File: src/rtl/systolic_seq_ctrl.sv
// Sequencer for an NxN output-stationary systolic array: buffers A and B, drives skewed
// row/column feeds and the array enable, accumulator-clear and result-capture strobes.
module systolic_seq_ctrl #(
    parameter int unsigned N  = 4,
    parameter int unsigned DW = 32,
    parameter int unsigned CW = $clog2(3 * N)
) (
    input  logic            clk,
    input  logic            reset,
    input  logic [3:0]      m_cfg,
    input  logic [3:0]      k_cfg,
    input  logic [3:0]      p_cfg,
    input  logic            ld_valid,
    input  logic            ld_sel,
    input  logic            ld_clr,
    input  logic [DW-1:0]   ld_data,
    output logic            ld_ready,
    input  logic            start,
    output logic [N*DW-1:0] a_vec,
    output logic [N*DW-1:0] b_vec,
    output logic            sa_en,
    output logic            sa_clr,
    output logic            sa_load,
    output logic            busy,
    output logic            done,
    output logic            err
);

    localparam int unsigned IW = (N > 1) ? $clog2(N) : 1;
    localparam int unsigned PW = $clog2(N + 1);

    typedef enum logic [2:0] {StIdle, StClear, StFeed, StCapt, StDone} state_e;

    state_e        state_q, state_d;
    logic [CW-1:0] t_q, t_d;
    logic [3:0]    m_q, k_q, p_q;
    logic          err_q, err_d;

    logic [PW-1:0] a_row_q, a_row_d, a_col_q, a_col_d;
    logic [PW-1:0] b_row_q, b_row_d, b_col_q, b_col_d;

    logic [DW-1:0] a_mem [N][N];
    logic [DW-1:0] b_mem [N][N];

    logic cfg_ok, t_last, start_acc, start_bad;
    logic ld_acc, a_ok, b_ok, a_col_last, b_col_last, a_we, b_we, drop;
    logic feed_d;

    assign ld_ready = (state_q == StIdle) || (state_q == StDone);
    // A start in the same cycle as a load wins; the load is not taken.
    assign ld_acc   = ld_valid && ld_ready && !start;

    assign cfg_ok = (m_cfg != 4'd0) && (32'(m_cfg) <= N) &&
                    (k_cfg != 4'd0) && (32'(k_cfg) <= N) &&
                    (p_cfg != 4'd0) && (32'(p_cfg) <= N);

    assign t_last = (32'(t_q) == 32'(m_q) + 32'(k_q) + 32'(p_q) - 32'd3);

    // Write windows follow the live cfg inputs; the run-time copy is taken only at start.
    assign a_ok = (32'(a_row_q) < 32'(m_cfg)) && (32'(a_row_q) < N) && (32'(a_col_q) < N);
    assign b_ok = (32'(b_row_q) < 32'(k_cfg)) && (32'(b_row_q) < N) && (32'(b_col_q) < N);
    assign a_col_last = (32'(a_col_q) + 32'd1 >= 32'(k_cfg));
    assign b_col_last = (32'(b_col_q) + 32'd1 >= 32'(p_cfg));

    always_comb begin
        a_row_d = a_row_q;
        a_col_d = a_col_q;
        b_row_d = b_row_q;
        b_col_d = b_col_q;
        a_we    = 1'b0;
        b_we    = 1'b0;
        drop    = 1'b0;
        if (ld_clr) begin
            a_row_d = '0;
            a_col_d = '0;
            b_row_d = '0;
            b_col_d = '0;
        end else if (ld_acc) begin
            if (!ld_sel) begin
                if (a_ok) begin
                    a_we = 1'b1;
                    if (a_col_last) begin
                        a_col_d = '0;
                        a_row_d = a_row_q + PW'(1);
                    end else begin
                        a_col_d = a_col_q + PW'(1);
                    end
                end else begin
                    drop = 1'b1;
                end
            end else begin
                if (b_ok) begin
                    b_we = 1'b1;
                    if (b_col_last) begin
                        b_col_d = '0;
                        b_row_d = b_row_q + PW'(1);
                    end else begin
                        b_col_d = b_col_q + PW'(1);
                    end
                end else begin
                    drop = 1'b1;
                end
            end
        end
    end

    always_comb begin
        state_d   = state_q;
        t_d       = t_q;
        start_acc = 1'b0;
        start_bad = 1'b0;
        unique case (state_q)
            StIdle, StDone: begin
                if (start) begin
                    if (cfg_ok) begin
                        start_acc = 1'b1;
                        state_d   = StClear;
                    end else begin
                        start_bad = 1'b1;
                    end
                end
            end
            StClear: begin
                state_d = StFeed;
                t_d     = '0;
            end
            StFeed: begin
                if (t_last) begin
                    state_d = StCapt;
                end else begin
                    t_d = t_q + CW'(1);
                end
            end
            StCapt:  state_d = StDone;
            default: state_d = StIdle;
        endcase
    end

    always_comb begin
        err_d = err_q;
        if (start_acc) begin
            err_d = 1'b0;
        end
        if (start_bad || drop) begin
            err_d = 1'b1;
        end
    end

    always_ff @(posedge clk or negedge reset) begin
        if (!reset) begin
            state_q <= StIdle;
            t_q     <= '0;
            m_q     <= '0;
            k_q     <= '0;
            p_q     <= '0;
            err_q   <= 1'b0;
            a_row_q <= '0;
            a_col_q <= '0;
            b_row_q <= '0;
            b_col_q <= '0;
        end else begin
            state_q <= state_d;
            t_q     <= t_d;
            err_q   <= err_d;
            a_row_q <= a_row_d;
            a_col_q <= a_col_d;
            b_row_q <= b_row_d;
            b_col_q <= b_col_d;
            if (start_acc) begin
                m_q <= m_cfg;
                k_q <= k_cfg;
                p_q <= p_cfg;
            end
        end
    end

    always_ff @(posedge clk or negedge reset) begin
        if (!reset) begin
            a_mem <= '{default: '0};
            b_mem <= '{default: '0};
        end else begin
            if (a_we) a_mem[a_row_q[IW-1:0]][a_col_q[IW-1:0]] <= ld_data;
            if (b_we) b_mem[b_row_q[IW-1:0]][b_col_q[IW-1:0]] <= ld_data;
        end
    end

    // Lanes are registered from next-state so they line up with sa_en in FEED cycle t.
    assign feed_d = (state_d == StFeed);

    for (genvar g = 0; g < N; g++) begin : g_lane
        logic [CW-1:0] off;
        logic          in_k, a_hit, b_hit;
        logic [DW-1:0] a_lane_q, b_lane_q;

        assign off   = t_d - CW'(g);
        assign in_k  = (32'(t_d) >= 32'(g)) && (32'(off) < 32'(k_q));
        assign a_hit = feed_d && in_k && (32'(g) < 32'(m_q));
        assign b_hit = feed_d && in_k && (32'(g) < 32'(p_q));

        always_ff @(posedge clk or negedge reset) begin
            if (!reset) begin
                a_lane_q <= '0;
                b_lane_q <= '0;
            end else begin
                a_lane_q <= a_hit ? a_mem[g][off[IW-1:0]] : '0;
                b_lane_q <= b_hit ? b_mem[off[IW-1:0]][g] : '0;
            end
        end

        assign a_vec[g*DW +: DW] = a_lane_q;
        assign b_vec[g*DW +: DW] = b_lane_q;
    end

    assign sa_clr  = (state_q == StClear);
    assign sa_en   = (state_q == StFeed);
    assign sa_load = (state_q == StCapt);
    assign busy    = (state_q == StClear) || (state_q == StFeed) || (state_q == StCapt);
    assign done    = (state_q == StDone);
    assign err     = err_q;

endmodule

File: config.mk
export PLATFORM = sky130hd
export DESIGN_NAME = systolic_seq_ctrl
export DESIGN_NICKNAME = d
export VERILOG_FILES = /design/src/rtl/systolic_seq_ctrl.sv
export SDC_FILE = /design/constraint.sdc
export NUM_CORES = 2
export LEC_CHECK = 0
export ABC_AREA = 1
export ABC_CLOCK_PERIOD_IN_PS = 6700
export BUFFER_PORTS_ARGS = -buffer_cell sky130_fd_sc_hd__buf_2
export CAP_MARGIN = 20
export CORE_ASPECT_RATIO = 1.5
export CORE_MARGIN = 10
export CORE_UTILIZATION = 40
export CTS_CLUSTER_DIAMETER = 200
export DETAILED_ROUTE_END_ITERATION = 7
export GPL_TIMING_DRIVEN = 0
export HOLD_SLACK_MARGIN = 0.06
export MAX_ROUTING_LAYER = met4
export SYNTH_ARGS = -nofsm -noshare
export SYNTH_HDL_FRONTEND = slang
export SYNTH_SLANG_ARGS = --single-unit
File: constraint.sdc
create_clock -name clk -period 6.7 [get_ports clk]
set_clock_uncertainty 0.15 [all_clocks]
set_input_delay 0.335 -clock clk [delete_from_list [all_inputs] [get_ports clk]]
set_output_delay 0.335 -clock clk [all_outputs]
set_load 0.01 [all_outputs]
# Word-level counts from Yosys, hierarchy flattened
# Cells that the tools add are included.
dict set report word_totals {
  regBits 1312
  out_inout_bits 263
  wordCells 256
}
dict set report op_classes {
  n_addsub 13
  n_bitwise 8
  mux 89
  n_lt_le_gt_ge 38
  reduce_logical 51
  eq_ne 7
}
# cell n
set op_table {}
lappend op_table {{128-bit binary-select mux with 2-bit select} 4}
lappend op_table {{512-bit bitwise mux} 2}
lappend op_table {{32-bit 2-to-1 mux} 20}
lappend op_table {{128-bit demux with 2-bit select} 2}
lappend op_table {{128-bit 2-to-1 mux} 4}
lappend op_table {{32-bit binary-select mux with 2-bit select} 4}
lappend op_table {{96-bit 2-to-1 mux} 2}
lappend op_table {{32-bit demux with 2-bit select} 2}
lappend op_table {{64-bit 2-to-1 mux} 2}
lappend op_table {{3-bit 2-to-1 mux} 23}
lappend op_table {{4-bit by 32-bit == test with 1-bit output} 1}
lappend op_table {{1-bit logical AND} 30}
lappend op_table {{3-bit >= comparator (second input constant)} 8}
lappend op_table {{2-bit NOT with 3-bit output} 8}
lappend op_table {{1-bit 2-to-1 mux} 21}
lappend op_table {{1-bit by 4-bit < comparator with 1-bit output (first input constant)} 4}
lappend op_table {{2-bit by 4-bit < comparator with 1-bit output (first input constant)} 4}
lappend op_table {{4-bit < comparator} 4}
lappend op_table {{2-bit nonzero test} 7}
lappend op_table {{3-bit by 1-bit adder with 3-bit output (second input constant)} 4}
lappend op_table {{4-bit by 3-bit less-or-equal comparator with 1-bit output (second input constant)} 3}
lappend op_table {{3-bit by 1-bit < comparator with 1-bit output (second input constant)} 4}
lappend op_table {{3-bit < comparator (second input constant)} 4}
lappend op_table {{3-bit case mux with 4 select lines} 1}
lappend op_table {{other kinds (24)} 38}

# Logic depth before layout (Yosys ltp)
dict set report logic_depth {
  ltp_word 13
  depth_mapped 32
}

# Least setup slack after synthesis
# OpenSTA, ideal clock, no wires.
dict set report synth_path {
  path_kind {flip-flop to flip-flop}
  from {register m_q[1]}
  to {register g_lane[1].a_lane_q[10]}
  arrival_ns 4.838
  slack_ns 1.638
  stages_incl_launch_ff 29
  path_buffers 6
  path_cell_list {dfrtp_1 fa_1 ha_1 ha_1 inv_1 fa_1 nand2_1 nand2_1 nand3_1 nor2_4 nand3_4 nand2_2 nand2_2 nand2_4 buf_6 buf_4 buf_4 inv_1 ha_1 clkinv_1 clkbuf_1 clkbuf_1 ha_1 nand2_1 nand2_1 nand2_1 nand3_1 clkbuf_1 nor2_1}
}
dict set report synth_via {
  elab_chain_cells 12
  elab_cells_between_ends 21
}
# element line_no
set synth_rtl {}
lappend synth_rtl {{start: declaration} 36} ;# logic [3:0] m_q, k_q, p_q;
lappend synth_rtl {{start signal: assignment} 170} ;# m_q <= m_cfg;
lappend synth_rtl {{4-bit by 4-bit adder with 5-bit output} 57} ;# assign t_last = (32'(t_q) == 32'(m_q) + 32'(k_q) + 32'(p_q) - 32'd3);
lappend synth_rtl {{5-bit by 4-bit adder with 6-bit output} 57}
lappend synth_rtl {{6-bit by 2-bit subtractor with 7-bit output} 57}
lappend synth_rtl {{4-bit by 32-bit == test with 1-bit output} 57}
lappend synth_rtl {{4-bit 2-to-1 mux} 128} ;# if (t_last) begin
lappend synth_rtl {{4-bit case mux with 2 select lines} 112} ;# unique case (state_q)
lappend synth_rtl {{4-bit by 1-bit subtractor with 4-bit output} 195} ;# assign off = t_d - CW'(g);
lappend synth_rtl {{4-bit < comparator or 2-bit NOT with 3-bit output (tied branches)} {196, 205}}
lappend synth_rtl {{1-bit logical AND or 32-bit binary-select mux with 2-bit select (tied branches)} {196, 205}}
lappend synth_rtl {{1-bit logical AND or 32-bit 2-to-1 mux (tied branches) (2 in a row)} {197, 205}}
lappend synth_rtl {{32-bit 2-to-1 mux *} 205} ;# a_lane_q <= a_hit ? a_mem[g][off[IW-1:0]] : '0;
lappend synth_rtl {{end signal: assignment} 205}
lappend synth_rtl {{end: declaration} 193} ;# logic [DW-1:0] a_lane_q, b_lane_q;
# Mark *: on every way between the ends. The rest lies on a longest branch, timed or not. The select of a mux whose other input is x is not followed.
# A chain may end at the register's enable or synchronous reset.

# Worst setup path after layout
dict set report layout_path {
  from {register m_q[1]}
  to {register g_lane[1].b_lane_q[23]}
}
dict set report layout_via {
  elab_chain_cells 12
  elab_cells_between_ends 20
}
# element line_no
set layout_rtl {}
lappend layout_rtl {{4-bit by 4-bit adder with 5-bit output *} 57}
lappend layout_rtl {{5-bit by 4-bit adder with 6-bit output *} 57}
lappend layout_rtl {{6-bit by 2-bit subtractor with 7-bit output *} 57}
lappend layout_rtl {{4-bit by 32-bit == test with 1-bit output *} 57}
lappend layout_rtl {{4-bit 2-to-1 mux} 128}
lappend layout_rtl {{4-bit case mux with 2 select lines} 112}
lappend layout_rtl {{4-bit by 1-bit subtractor with 4-bit output} 195}
lappend layout_rtl {{4-bit < comparator or 2-bit NOT with 3-bit output (tied branches)} {196, 206}}
lappend layout_rtl {{1-bit logical AND or 128-bit binary-select mux with 2-bit select (tied branches)} {196, 206}}
lappend layout_rtl {{1-bit logical AND or 96-bit 2-to-1 mux (tied branches) (2 in a row)} {198, 206}}
lappend layout_rtl {{32-bit 2-to-1 mux *} 206} ;# b_lane_q <= b_hit ? b_mem[off[IW-1:0]][g] : '0;
lappend layout_rtl {{end signal: assignment} 206}
lappend layout_rtl {{end: declaration} 193}
# Marked as above.

==> results.json <==
{
  "ys_ff_latch": 1312,
  "worst-path-max-fanout": 19,
  "fillers": 14200,
  "via_per_inst": 5.22,
  "yosysTopAreaCell": "dfrtp_1",
  "syn_inst": 6733,
  "grt_setup_unrepaired": "true",
  "cts_setup_buffers": 0,
  "critPathCaptureType": "flip-flop",
  "track_usage": 0.271,
  "synth-xor-area-share": 0.00169,
  "peakVddDrop_mv": 0.247,
  "synth_top_area_frac": 0.574,
  "hp-class": "input port to asynchronous set/reset pin",
  "dpl.cell_count": 8954,
  "worstSkewPairLatency_ns": 0.79,
  "synthFlopType": "dfrtp_1",
  "std_cell_rows": 169,
  "yosys.area_share.adder": 0.0143,
  "globalplace.congestion": 0.973,
  "drtIter0Drc": 4505,
  "rr_worst_depth": 26,
  "period_needed_ns": 6.47,
  "dr_total_vias": 48300,
  "post-route-period-util": 0.966,
  "syn_to_final_growth_pct": 16.5,
  "htreeDepth": 4,
  "synth_edf_count": 0,
  "die-area_mm2": 0.159,
  "p_leak_nw": 31.4,
  "critical_path_class": "flip-flop to flip-flop",
  "synth_compound_area_frac": 0.150,
  "dieHeight_um": 483,
  "dpl.hpwl_um": 155000,
  "cts_buffers": 133,
  "regToRegEndpoint": "g_lane[1].b_lane_q[23]$_DFF_PN0_",
  "cts_sinks": 1312,
  "fin_nets": 7372,
  "antenna_found_initial": 25,
  "drc": 0,
  "grt_pass1_wl_um": 311000,
  "post_synth_mux_area_share": 0.000394,
  "hold_slack_ns": 0.0749,
  "fin_cells": 9250,
  "syn_area_per_cell_um2": 8.49,
  "synth_simple_gate_area_frac": 0.171,
  "drv_slew": 0,
  "pin_count": 313,
  "grt_pass1_vias": 47800,
  "max_slew_margin": 0.133,
  "arrival_ns": 6.98,
  "clock.fmax_ghz": 0.155,
  "clk_pin_slew_ns": 0.06,
  "maxCapViolations": 0,
  "grt_max_degree": 172,
  "avgRoutedWirePerCell_um": 22.8,
  "synth_fp_nets": 6846,
  "dieWidth_um": 329,
  "globalRouteOverflowTotal": 0,
  "start_kind": "flip-flop",
  "reg2reg_slack_ns": 0.23,
  "cts_tree": "yes",
  "synth_area_mm2": 0.0572,
  "synthTopCellsByArea": "dfrtp_1, nand2_1, o21ai_0, inv_1, o211ai_1",
  "worstReg2RegStart": "m_q[1]$_DFFE_PN0P_",
  "finalSetupViolCount": 0,
  "root_buffer": "clkbuf_16",
  "synth_top_family_by_area": "simple AND/OR/NAND/NOR gates",
  "ys_types": 41,
  "yosys_warnings": 0,
  "async_flop_share": 1.00,
  "hold_viol": 0,
  "fp.coreArea_mm2": 0.142,
  "port_buffers": 312,
  "clock_path_buffers": 3,
  "start_util": 0.403,
  "p_per_area_mw_per_mm2": 241,
  "required_ns": 7.21,
  "drive_gt1_frac": 0.104,
  "wirelength_um": 211000,
  "ant_nets": 0,
  "dr.pass1.iters": 8,
  "worstMarginPinSlew_ns": 1.30,
  "status": "finished clean",
  "yosysSeqAreaShare": 0.574
}
## cells by family (layout without fill, tap and decap cells)
| logic type | count (synthesis) | in the layout |
|---|---|---|
| AO/OA/AOI/OAI | 1577 | 1577 |
| XOR/XNOR | 11 | 11 |
| adder cells (fa/ha/maj) | 63 | 63 |
| buffers and inverters | 1260 | 1879 |
| flip-flops | 1312 | 1312 |
| multiplexers | 2 | 2 |
| other | 0 | 17 |
| AND/OR/NAND/NOR | 2508 | 2508 |
## per-layer routing
metal	routed length [µm]	GRT usage	part of all wire
met1	85400	0.331	0.40
met2	97400	0.424	0.46
met3	14600	0.0452	0.069
met4	13900	0.157	0.066
met5	0	-	0
## worst max path at each step
stage / startpoint / endpoint / slack, ns / cells past startpoint
finish: m_q[1]$_DFFE_PN0P_ / g_lane[1].b_lane_q[23]$_DFF_PN0_ / 0.23 / 26
global route: m_q[1]$_DFFE_PN0P_ / g_lane[2].b_lane_q[19]$_DFF_PN0_ / 0.03 / 24
CTS: m_q[1]$_DFFE_PN0P_ / g_lane[1].a_lane_q[30]$_DFF_PN0_ / 0.05 / 27
detailed placement: m_q[1]$_DFFE_PN0P_ / g_lane[1].b_lane_q[23]$_DFF_PN0_ / -1.47 / 28
global placement: reset / g_lane[2].b_lane_q[1]$_DFF_PN0_ / -23.98 / 1
floorplan: m_q[1]$_DFFE_PN0P_ / g_lane[1].a_lane_q[10]$_DFF_PN0_ / 1.64 / 28
## report_power, final
part           internal (mW)  switching (mW)
combinational         0.0944           0.457
sequential              7.93         0.00725
clock                   4.30            3.24
total                   12.3            3.71
## metrics by stage
step / cell area, µm² / setup slack, ns / power (mW) / setup TNS (ns) / util
3_5_place_dp: 61600 / -1.47 / 8.60 / -70.78 / 0.435
4_1_cts: 66500 / 0.0464 / 16.1 / 0 / 0.470
2_1_floorplan: 57200 / 1.64 / 8.19 / 0 / -
6_report: 66600 / 0.230 / 16.0 / 0 / 0.470
3_3_place_gp: 61100 / -23.98 / 8.57 / - / 0.431
5_1_grt: 66600 / 0.0261 / 16.5 / 0 / 0.470
## final cells by class
class | count | area (µm²) | share of cell area
Clock buffer | 191 | 3850 | 0.0578
Sequential cell | 1312 | 32800 | 0.493
Timing Repair Buffer | 394 | 2690 | 0.0404
Multi-Input combinational cell | 4161 | 19300 | 0.290
Inverter | 773 | 2900 | 0.0436
Antenna cell | 17 | 42.5 | 0.000639
Tap cell | 1881 | 2350 | 0.0353
Clock inverter | 37 | 440 | 0.00661
Buffer | 484 | 2160 | 0.0324
## layout by cell type, fill, tap and decap left out, drive strengths merged, types with 4 or more instances in the layout
cell type    count
clkbuf         503
inv            777
diode           17
nand4           10
nor3             5
fa               4
bufinv           8
o211ai         256
nand2         2140
o21ai         1174
nand3           55
clkinvlp        10
dlygate4sd3     51
buf            515
dfrtp         1312
xor2             6
ha              59
xnor2            5
a21oi          141
nor2           293
clkinv          15
## state kept, by name (all words and copies together) (netlist names)
register	cells
a_mem	512
b_mem	512
g_lane.a_lane_q	128
g_lane.b_lane_q	128
k_q	4
m_q	4
p_q	4
t_q	4
a_col_q	3
a_row_q	3
b_col_q	3
b_row_q	3
state_q	3
err	1
## cell usage after synthesis, types with 2 or more instances
master	count
inv_2	8
clkbuf_1	315
o22ai_1	2
o211ai_1	256
buf_1	10
nand3_1	37
nand2_2	3
nor3_1	3
nand3_2	7
nand4_1	9
nor2_4	4
buf_4	18
xor2_1	6
fa_1	4
nand3_4	11
xnor2_1	5
a211oi_1	2
a21oi_1	141
ha_1	59
nor3_2	2
nor2_2	4
inv_1	764
dfrtp_1	1312
buf_6	11
nor2_1	285
o21ai_1	75
buf_2	132
mux2_2	2
o21ai_0	1099
nand2_1	2136
## critical path, stage by stage (launching register included)
cell and delay (ns):
dfrtp_1 0.41, fa_1 0.50, ha_1 0.29, ha_1 0.19, inv_1 0.08, fa_1 0.55, nand2_1 0.05, nand2_1 0.06
nand3_1 0.12, nor2_4 0.15, nand3_4 0.12, nand2_2 0.09, nand2_2 0.09, nand2_4 0.14, buf_6 0.37, buf_4 0.26
inv_1 0.09, ha_2 0.46, clkinv_1 0.24, buf_4 0.33, ha_1 0.34, nand2_1 0.06, nand2_1 0.05, nand2_1 0.16
nand3_4 0.26, clkbuf_4 0.35, nor2_2 0.28
## what timing repair did
item                       4_1_cts  5_1_grt
cloned                           0        0
setup endpoints to repair       86       78
hold buffers                    52        0
resized for setup               20        9
hold endpoints to repair       710        0
Power figures use the tool's default switching activity.
